[config.mk]
export PLATFORM = sky130hd
export DESIGN_NAME = pipe_hazard_ctrl
export DESIGN_NICKNAME = d
export VERILOG_FILES = /design/src/rtl/pipe_hazard_ctrl_pkg.sv /design/src/rtl/pipe_hazard_ctrl_stall_prio_enc.sv /design/src/rtl/pipe_hazard_ctrl.sv
export SDC_FILE = /design/constraint.sdc
export NUM_CORES = 1
export LEC_CHECK = 0
export ABC_AREA = 1
export BUFFER_PORTS_ARGS = -buffer_cell sky130_fd_sc_hd__buf_4
export CAP_MARGIN = 10
export CORE_MARGIN = 2
export CORE_UTILIZATION = 45
export CTS_BUF_LIST = sky130_fd_sc_hd__clkbuf_4
export DETAILED_ROUTE_END_ITERATION = 12
export GPL_TIMING_DRIVEN = 0
export PLACE_DENSITY_LB_ADDON = 0.1
export SETUP_SLACK_MARGIN = 0.3
export SLEW_MARGIN = 0
export SYNTH_ARGS = -nofsm -noshare
export SYNTH_HDL_FRONTEND = slang
export SYNTH_SLANG_ARGS = --single-unit
[constraint.sdc]
create_clock -name clk_i -period 1.9 [get_ports clk_i]
set_input_delay 0.095 -clock clk_i [delete_from_list [all_inputs] [get_ports clk_i]]
set_output_delay 0.095 -clock clk_i [all_outputs]
set_load 0.01 [all_outputs]
[src/rtl/pipe_hazard_ctrl_pkg.sv]
// Shared definitions for the pipeline hazard controller: FSM state
// encodings, 1-bit enable levels and the flush counter width.
package pipe_hazard_ctrl_pkg;

    typedef enum logic [1:0] {
        PH_RUN   = 2'd0,
        PH_PEND  = 2'd1,
        PH_FLUSH = 2'd2
    } ph_state_e;

    localparam logic FlushEnable  = 1'b1;
    localparam logic FlushDisable = 1'b0;
    localparam logic JumpEnable   = 1'b1;
    localparam logic JumpDisable  = 1'b0;

    // Wide enough for FLUSH_CYC up to 15
    localparam int unsigned PH_CNT_W = 4;

endpackage

[src/rtl/pipe_hazard_ctrl_stall_prio_enc.sv]
// Leading-one encoder: marks every bit at or below the highest request
// and one-hot flags the position just above it.
module pipe_hazard_ctrl_stall_prio_enc
    import pipe_hazard_ctrl_pkg::*;
#(
    parameter int unsigned NREG = 4
) (
    input  logic [NREG-1:0] req_i,
    output logic [NREG-1:0] le_mask_o,
    output logic [NREG-1:0] next_o
);

    always_comb begin
        le_mask_o = '0;
        for (int unsigned i = 0; i < NREG; i++) begin
            le_mask_o[i] = |(req_i >> i);
        end
    end

    // Bit k+1 is the first cleared position above a set thermometer bit
    always_comb begin
        next_o = '0;
        for (int unsigned i = 1; i < NREG; i++) begin
            next_o[i] = le_mask_o[i-1] & ~le_mask_o[i];
        end
    end

endmodule

[src/rtl/pipe_hazard_ctrl.sv]
// Pipeline hazard controller: combinational stall/bubble, registered redirect
// with flush. Optional perf counters under `PIPE_HAZARD_CTRL_PERF_EN`.
module pipe_hazard_ctrl
    import pipe_hazard_ctrl_pkg::*;
#(
    parameter int unsigned NREG      = 4,
    parameter int unsigned ADDR_W    = 32,
    parameter int unsigned FLUSH_CYC = 1
) (
    input  logic                        clk_i,
    input  logic                        rst_i,
    input  logic [NREG-1:0]             stall_req_i,
    input  logic                        redirect_i,
    input  logic [$clog2(NREG+1)-1:0]   redirect_src_i,
    input  logic [ADDR_W-1:0]           redirect_pc_i,
    output logic [NREG-1:0]             stall_o,
    output logic [NREG-1:0]             bubble_o,
    output logic [NREG-1:0]             flush_o,
    output logic                        jumpe_o,
    output logic [ADDR_W-1:0]           jump_pc_o,
    output logic                        busy_o
`ifdef PIPE_HAZARD_CTRL_PERF_EN
    ,
    output logic [31:0]                 stall_cnt_o,
    output logic [31:0]                 flush_cnt_o
`endif
);

    localparam int unsigned SRC_W = $clog2(NREG + 1);
    localparam logic [SRC_W-1:0] SRC_MAX = SRC_W'(NREG);
    localparam logic [PH_CNT_W-1:0] CNT_INIT = PH_CNT_W'(FLUSH_CYC - 1);

    ph_state_e             state_q, state_d;
    logic [PH_CNT_W-1:0]   cnt_q, cnt_d;
    logic [SRC_W-1:0]      src_q, src_d;
    logic [ADDR_W-1:0]     pc_q, pc_d;
    logic [ADDR_W-1:0]     jpc_q, jpc_d;
    logic                  jumpe_q, jumpe_d;
    logic [NREG-1:0]       flush_q, flush_d;

    logic [SRC_W-1:0]      src_in, src_sel;
    logic [NREG-1:0]       src_onehot, src_mask, flush_nx_unused;
    logic [NREG-1:0]       stall_eff, stall_le, stall_nx;
    logic [ADDR_W-1:0]     issue_pc;
    logic                  issue_ok, do_issue, do_latch;

    assign src_in  = (redirect_src_i > SRC_MAX) ? SRC_MAX : redirect_src_i;
    assign src_sel = (state_q == PH_PEND) ? src_q : src_in;
    assign issue_pc = (state_q == PH_PEND) ? pc_q : redirect_pc_i;

    // Flushed registers cannot hold the pipe
    assign stall_eff = stall_req_i & ~flush_q;

    always_comb begin
        src_onehot = '0;
        for (int unsigned i = 0; i < NREG; i++) begin
            src_onehot[i] = (src_sel == SRC_W'(i + 1));
        end
    end

    pipe_hazard_ctrl_stall_prio_enc #(.NREG(NREG)) u_stall_enc (
        .req_i     (stall_eff),
        .le_mask_o (stall_le),
        .next_o    (stall_nx)
    );

    // One-hot at src-1 yields the thermometer mask of registers younger than src
    pipe_hazard_ctrl_stall_prio_enc #(.NREG(NREG)) u_flush_enc (
        .req_i     (src_onehot),
        .le_mask_o (src_mask),
        .next_o    (flush_nx_unused)
    );

    // Redirect may issue only if no stalled register lies at or above src
    assign issue_ok = ((stall_le & ~src_mask) == '0);

    always_comb begin
        state_d  = state_q;
        cnt_d    = cnt_q;
        src_d    = src_q;
        pc_d     = pc_q;
        jpc_d    = jpc_q;
        jumpe_d  = JumpDisable;
        flush_d  = flush_q;
        do_issue = 1'b0;
        do_latch = 1'b0;

        case (state_q)
            PH_RUN: begin
                if (redirect_i) begin
                    do_issue = issue_ok;
                    do_latch = !issue_ok;
                end
            end
            PH_PEND: begin
                do_issue = issue_ok;
            end
            PH_FLUSH: begin
                if (redirect_i && (src_in > src_q)) begin
                    do_issue = issue_ok;
                    do_latch = !issue_ok;
                end else if (cnt_q != '0) begin
                    cnt_d = cnt_q - PH_CNT_W'(1);
                end else begin
                    state_d = PH_RUN;
                    flush_d = {NREG{FlushDisable}};
                end
            end
            default: begin
                state_d = PH_RUN;
                flush_d = {NREG{FlushDisable}};
            end
        endcase

        if (do_issue) begin
            state_d = PH_FLUSH;
            cnt_d   = CNT_INIT;
            src_d   = src_sel;
            jpc_d   = issue_pc;
            jumpe_d = JumpEnable;
            flush_d = src_mask;
        end else if (do_latch) begin
            state_d = PH_PEND;
            src_d   = src_in;
            pc_d    = redirect_pc_i;
            flush_d = {NREG{FlushDisable}};
        end
    end

    always_ff @(posedge clk_i) begin
        if (!rst_i) begin
            state_q <= PH_RUN;
            cnt_q   <= '0;
            src_q   <= '0;
            pc_q    <= '0;
            jpc_q   <= '0;
            jumpe_q <= JumpDisable;
            flush_q <= {NREG{FlushDisable}};
        end else begin
            state_q <= state_d;
            cnt_q   <= cnt_d;
            src_q   <= src_d;
            pc_q    <= pc_d;
            jpc_q   <= jpc_d;
            jumpe_q <= jumpe_d;
            flush_q <= flush_d;
        end
    end

    assign stall_o   = rst_i ? stall_le : '0;
    assign bubble_o  = rst_i ? stall_nx : '0;
    assign flush_o   = flush_q;
    assign jumpe_o   = jumpe_q;
    assign jump_pc_o = jpc_q;
    assign busy_o    = (state_q != PH_RUN);

`ifdef PIPE_HAZARD_CTRL_PERF_EN
    logic [31:0] stall_cnt_q, flush_cnt_q;

    always_ff @(posedge clk_i) begin
        if (!rst_i) begin
            stall_cnt_q <= '0;
            flush_cnt_q <= '0;
        end else begin
            if (stall_o != '0) begin
                stall_cnt_q <= stall_cnt_q + 32'd1;
            end
            if (jumpe_q) begin
                flush_cnt_q <= flush_cnt_q + 32'd1;
            end
        end
    end

    assign stall_cnt_o = stall_cnt_q;
    assign flush_cnt_o = flush_cnt_q;
`endif

endmodule

==> results by group, run 1 <==
Outcome
  • Status: finished, violations left
  • Failing checks: setup timing

Timing
  • Final min period: 2100 ps
  • Clock skew: 12.7 ps
  • Setup violations, final: 77
  • Fin worst setup slack: -197 ps
  • Crit share post-route: 1.10
  • Highest clock rate: 0.477 GHz
  • Final hold violations: 0
  • Final Max Tran Viols: 0
  • RSZ-0062 raised after global routing: true
  • Worst slew margin: 0.455
  • Actual slew at the worst max-slew pin: 817 ps

CTS
  • Total CTS buffers: 9
  • Root Driver: clkbuf_4
  • Clk sinks: 78
  • Clk_lat worst skew: 420 ps
  • Clk slew on worst S/H paths: 130 ps
  • CTS tree: done
  • H-tree level count: 3
  • Clk buf depth: 2

Setup path
  • FF-to-FF setup slack: -200 ps
  • Cell with the largest stage delay on the worst path: dfxtp_2
  • Crit path DAT: 2450 ps
  • Worst-path maximum fanout: 8
  • Slowest stage delay, CP: 350 ps
  • WP buf/inv: 5
  • Critical Path RT: 2250 ps
  • Setup CP Type: flip-flop to flip-flop
  • CP Launch Type: flip-flop
  • R2r startpoint: state_q[1]$_SDFFE_PN0P_
  • Worst R2R End: flush_o[3]$_SDFFE_PN0P_
  • Worst reg2reg path depth: 17
  • Crit-path most repeated cell: nand2_4
  • Crit-path cells: inv_2, nand2_4, buf_8, nand3_4, nand2_4, nor2_4, nand2_4, nand3_1, nand2_1, inv_2, nand2_4, inv_4, nand2_8, nor2_4, buf_6, nand3_2, nand2_1
  • Critical path's top delay family: simple AND/OR/NAND/NOR gates
  • Endpoint type of the worst setup path: flip-flop

Power and ir drop
  • Flop pwr share: 0.407
  • Switching power: 0.00153 W
  • Comb pwr share: 0.332
  • Peak VDD IR: 0.000727 V
  • Internal power: 0.00312 W
  • Switching share of power: 0.330
  • PwrDens: 844 nW/um^2
  • Clock share of power: 0.261
  • Leakage: 2.67 nW

Cells and area
  • Synthesis-to-finish area growth: 55.6%
  • Filler cell count: 624
  • Commonest non-fill, non-tap cell in the layout: nand2_1
  • Layout cells sized above 1: 0.363
  • Nets: 725
  • ANT cells: 0
  • Final Cell Area: 5510 um^2
  • Most frequent cells in the layout: 131 x nand2_1, 109 x buf_4, 72 x dfxtp_1, 38 x nand2_2, 38 x nand3_1

Route
  • Via count: 4,022
  • DRT antenna net count: 0
  • Wirelength per Cell: 14.2 um
  • DR pass1 iterations: 5
  • DRC Markers: 0
  • Routed wire length: 11,100 um
  • Number of vias per cell: 5.12
  • Initial detailed-routing violation count: 234

Worst hold path
  • Worst Hold Path EP: src_q[1]$_SDFFE_PN0P_
  • Type of the most critical hold path: primary input to flip-flop
  • Min-delay src: redirect_src_i[1]
  • Hold path cells: 7

Synth
  • Synthesized area per cell: 6.81 um^2
  • Register area share after synthesis: 0.441
  • Ys Warns: 0
  • Mapped Cells: 520
  • Synth area leaders: dfxtp_1 44%, nand2_1 18%, o21ai_0 7.1%, nand3_1 6.1%, nor2_1 4.3%
  • Syn nets: 565
  • Synth Cell Area: 3540 um^2
  • Area share of the largest cell type after synthesis: 0.441
  • Post-synthesis cell type count: 30
  • Synthesized flop and latch total: 78
  • Leading area contributor after synthesis: dfxtp_1

GRT
  • Tot GR Track Use: 0.246
  • Vias in the first global route: 3,644
  • GRT overflow: 0
  • Initial antenna violation count: 0
  • First-pass GRT wire length: 16,900 um
  • Largest net degree at the start of global routing: 13

Floorplan
  • Number of cell rows: 32
  • Chip height: 92.7 um
  • Io pins: 88
  • Die width: 92.7 um
  • Starting Density: 0.461
  • DIE AREA: 8600 um^2
  • Core area: 7690 um^2

Place
  • Dpl cell area: 4350 um^2
  • Hpwl dp: 6720 um
  • Number of port buffers: 85
  • Pre-CTS setup slack: -235 ps
  • Routability Congestion: 0.875

Job
  • Count of maximum capacitance violations: 0
[layout make-up]
type,instances,area (um^2),area share
Multi-Input combinational cell,368,2010,0.364
Sequential cell,78,1570,0.285
Timing Repair Buffer,148,1240,0.225
Buffer,28,210,0.0381
Inverter,47,193,0.0350
Tap cell,102,128,0.0232
Clock inverter,6,101,0.0184
Clock buffer,9,67.6,0.0123
[state kept, by name, indices dropped and copies added, names as in the netlist]
signal and flops:
pc_q 32, cnt_q 4, flush_o 4, state_q 2, jump_pc_o 32, src_q 3
jumpe_o 1
[synth_stat cells (all sizes together)]
| master | number |
|---|---|
| nor3 | 2 |
| nand2 | 180 |
| o21ai | 53 |
| ha | 3 |
| a31oi | 2 |
| clkbuf | 13 |
| nand3 | 45 |
| dfxtp | 78 |
| nand4 | 8 |
| conb | 1 |
| o21a | 1 |
| or2 | 3 |
| clkinv | 1 |
| o21bai | 1 |
| nor2 | 43 |
| nor3b | 1 |
| buf | 15 |
| a21oi | 24 |
| inv | 46 |
[layer usage]
metal  routed length [um]  global-route usage
met5                    0                   0
met4                  200              0.0882
met3                  551              0.0358
met2                 5720               0.443
met1                 4660               0.299
[power groups by stage]
| stage | Clock (W) | Combinational (W) | Sequential [W] |
|---|---|---|---|
| after floorplan | 0 | 0.000681 | 0.00193 |
| after global placement | 0 | 0.00103 | 0.00192 |
| after detailed placement | 0 | 0.00105 | 0.00192 |
| after CTS | 0.00122 | 0.00125 | 0.00189 |
| after global routing | 0.00129 | 0.00168 | 0.00191 |
| final | 0.00121 | 0.00155 | 0.00189 |
[through the flow]
stage               setup TNS [ps]  hold slack, ps   util  instances  power, W
finish                       -9080             159  0.717        786   0.00465
global route                -16310             208  0.717        786   0.00488
CTS                           -603             133  0.666        774   0.00435
detailed placement          -10590             370  0.566        707   0.00298
global placement             -8440             357  0.566        707   0.00295
floorplan                        0             258      -        520   0.00261
[worst max-delay path by stage]
stage / slack (ps) / start / endpoint / cells past startpoint
after floorplan: 110 / state_q[1]$_SDFFE_PN0P_ / jump_pc_o[10]$_SDFFE_PN0N_ / 17
after global placement: -200 / redirect_src_i[0] / jump_pc_o[9]$_SDFFE_PN0N_ / 16
after detailed placement: -230 / state_q[1]$_SDFFE_PN0P_ / jump_pc_o[8]$_SDFFE_PN0N_ / 17
after CTS: -20 / state_q[1]$_SDFFE_PN0P_ / jump_pc_o[31]$_SDFFE_PN0N_ / 17
after global routing: -300 / state_q[1]$_SDFFE_PN0P_ / flush_o[3]$_SDFFE_PN0P_ / 17
final: -200 / state_q[1]$_SDFFE_PN0P_ / flush_o[3]$_SDFFE_PN0P_ / 17
[cell families (layout without fill, tap and decap cells)]
logic type               after synthesis  in the layout  share of synthesized area
AO/OA/AOI/OAI                         81             81                      0.118
adder cells (fa/ha/maj)                3              3                     0.0106
buffers and inverters                 75            238                     0.0922
flip-flops                            78             78                      0.441
other                                  1              1                    0.00106
AND/OR/NAND/NOR                      282            283                      0.338
[worst reg2reg max path: cells and delay by family (launching register included)]
family,cells,cell delay (ps)
buffers and inverters,5,520
flip-flops,1,350
AND/OR/NAND/NOR,12,1170
[what timing repair did]
item,in CTS,in global routing
setup buffers,16,9
gates resized for setup,41,111
hold endpoints to repair,56,0
pin swaps,13,16
setup endpoints to repair,83,83
hold buffers,32,0
gates cloned,4,3
Power figures use the tool's default switching activity.
==> run 2, diff against run 1 <==
Settings changed: SYNTH_HIERARCHICAL set to 1.
==> run 2 against run 1 <==
  * The flow still finishes with violations (setup timing)
  * Core utilization grew 5.1 points
  * Sequential power decreased by 2%
  * Design area up 8.8%
  * Largest power group unchanged
  * Clock skew rose by 4.2 ps
==> results by group, run 2 <==
Outcome
  • Status: finished, violations left
  • Failing checks: setup timing

GRT
  • Tot GR Track Use: 0.245 (-0.00104)
  • Initial antenna violation count: 0 (unchanged)
  • GRT overflow: 0 (unchanged)
  • First-pass GRT wire length: 17,100 um (+1.1%)
  • Vias in the first global route: 3,736 (+2.5%)
  • Largest net degree at the start of global routing: 15 (+2)

Cells and area
  • ANT cells: 0 (unchanged)
  • Layout cells sized above 1: 0.416 (+0.0530)
  • Nets: 734 (+1.2%)
  • Filler cell count: 554 (-11%)
  • Synthesis-to-finish area growth: 64.0%
  • Post-Layout Cell Count: 795 (+1.1%)
  • Commonest non-fill, non-tap cell in the layout: buf_4
  • Most frequent cells in the layout: 108 x buf_4, 98 x nand2_1, 75 x dfxtp_1, 70 x inv_1, 38 x nand3_1

Power and ir drop
  • Total Power: 0.00468 W (+0.52%)
  • Clock share of power: 0.222 (-0.039)
  • Flop pwr share: 0.396 (-0.011)
  • Peak VDD IR: 0.000393 V (-46%)
  • Switching power: 0.00165 W (+7.2%)
  • Switching share of power: 0.352 (+0.0220)
  • PwrDens: 780 nW/um^2 (-7.6%)
  • Comb pwr share: 0.382 (+0.050)
  • Internal power: 0.00303 W (-2.8%)
  • Leakage: 2.85 nW (+6.8%)

Route
  • DRT antenna net count: 0 (unchanged)
  • Initial detailed-routing violation count: 141 (-40%)
  • DRT met1 WL: 4900 um (+5.1%)
  • Met3 Routed Length: 640 um (+16%)
  • DR pass1 iterations: 4 (-1)
  • Met2 WL: 5690 um (-0.63%)
  • Via count: 4,023 (+0.025%)
  • Routed wire length: 11,400 um (+2.7%)
  • DRC Markers: 0 (unchanged)
  • Highest routing layer actually used: met4
  • Number of vias per cell: 5.06 (-1.1%)
  • Wirelength per Cell: 14.4 um (+1.5%)

Place
  • Pre-CTS setup slack: -638 ps (-403 ps)
  • Routability Congestion: 0.806 (-7.8%)
  • DP Cell Count: 709 (+0.28%)
  • Number of port buffers: 85 (unchanged)
  • Hpwl dp: 6760 um (+0.63%)

Synth
  • Mapped Cells: 522 (+0.38%)
  • Synthesized area per cell: 7.01 um^2 (+2.8%)
  • Ys Warns: 6 (+6)
  • Synth Cell Area: 3660 um^2 (+3.2%)
  • Syn nets: 568 (+0.53%)

Timing
  • Worst slew margin: 0.402 (-0.0533)
  • Fin worst setup slack: -476 ps (-278 ps)
  • Clock skew: 16.9 ps (+4.22 ps)
  • Final hold violations: 0 (unchanged)
  • Setup violations, final: 78 (+1.3%)
  • Crit share post-route: 1.25 (+0.146)
  • RSZ-0062 raised after global routing: true
  • Final Max Tran Viols: 0 (unchanged)
  • Highest clock rate: 0.421 GHz (-12%)
  • Final min period: 2380 ps (+278 ps)
  • Actual slew at the worst max-slew pin: 897 ps (+79.9 ps)

Setup path
  • Crit path DAT: 2750 ps (+300 ps)
  • Worst-path maximum fanout: 6 (-2)
  • FF-to-FF setup slack: -480 ps (-280 ps)
  • CP Launch Type: flip-flop
  • Endpoint type of the worst setup path: flip-flop
  • Critical Path RT: 2280 ps (+30 ps)
  • Setup CP Type: flip-flop to flip-flop

CTS
  • Total CTS buffers: 9 (unchanged)
  • Root Driver: clkbuf_4
  • Clk sinks: 78 (unchanged)
  • Clk slew on worst S/H paths: 130 ps (about the same)
  • Clk_lat worst skew: 440 ps (+20 ps)
  • CTS tree: done
  • H-tree level count: 3 (unchanged)
  • Clk buf depth: 2 (unchanged)

Floorplan
  • Number of cell rows: 32 (unchanged)
  • Die width: 94.2 um (+1.5%)
  • Starting Density: 0.468 (+0.00749)
  • Io pins: 88 (unchanged)
  • DIE AREA: 8860 um^2 (+3.1%)
  • Chip height: 94.2 um (+1.5%)
  • Core area: 7810 um^2 (+1.6%)

Job
  • Count of maximum capacitance violations: 0 (unchanged)

Worst hold path
  • Type of the most critical hold path: primary input to flip-flop
-- run 2: power groups by stage --
stage | clock [W] | sequential (W) | combinational (W)
floorplan | 0 | 0.00189 | 0.000794
global placement | 0 | 0.00188 | 0.00112
detailed placement | 0 | 0.00188 | 0.00114
CTS | 0.00103 | 0.00185 | 0.00153
global route | 0.00112 | 0.00187 | 0.00192
finish | 0.00104 | 0.00185 | 0.00179
-- run 2: final cells by class --
cell class	count	area (um^2)	share of cell area
buffer	33	293	0.0488
timing repair buffer	155	1440	0.240
clock buffer	9	67.6	0.0113
multi-input combinational	334	2130	0.356
inverter	77	302	0.0503
tap	102	128	0.0213
sequential	78	1570	0.261
clock inverter	7	72.6	0.0121
-- run 2: final timing paths --
path | from | to | cells after the start
hold reg to reg | pc_q[11]$_SDFFE_PN0P_ | pc_q[11]$_SDFFE_PN0P_ | 2
setup / recovery | state_q[1]$_SDFFE_PN0P_ | jump_pc_o[7]$_SDFFE_PN0N_ | 20
hold / removal | redirect_i | cnt_q[0]$_SDFFE_PP0P_ | 6
setup reg to reg | state_q[1]$_SDFFE_PN0P_ | jump_pc_o[7]$_SDFFE_PN0N_ | 20
-- run 2: critical path, stage by stage, from the launching register on --
cell       delay [ps]
dfxtp_2           360
inv_2              50
nand2_4            60
buf_12            130
nand2_8            70
o22ai_4           210
nand2_2           110
nor2_1            110
inv_1              80
nand3_2            90
inv_2              30
nand2_1            50
nand4_1           100
buf_6             150
inv_8              60
nand2_8            70
nor2_8            180
buf_12            150
clkbuf_16         130
nand2_1            50
nand2_1            60
-- run 2: layer usage --
layer,up-vias,GRT usage
li1,2001,-
met1,1885,0.309
met2,120,0.414
met3,17,0.0514
met4,0,0.0870
met5,-,0
-- run 2: repair_timing --
| action | CTS | global route |
|---|---|---|
| hold endpoints to repair | 54 | 0 |
| buffers inserted | 24 | 5 |
| pin swaps | 14 | 14 |
| hold buffers | 33 | 0 |
| gates cloned | 3 | 5 |
| resized for setup | 88 | 70 |
| endpoints found under the setup margin | 78 | 84 |
-- run 2: through the flow --
step                 util  area (um^2)  TNS (ps)  hold slack, ps
finish              0.768         6000    -30700             123
global route        0.768         6000    -39860             138
CTS                 0.718         5610    -23900             115
detailed placement  0.592         4620    -41700             387
global placement    0.592         4620    -38840             370
floorplan               -         3850    -15170             268
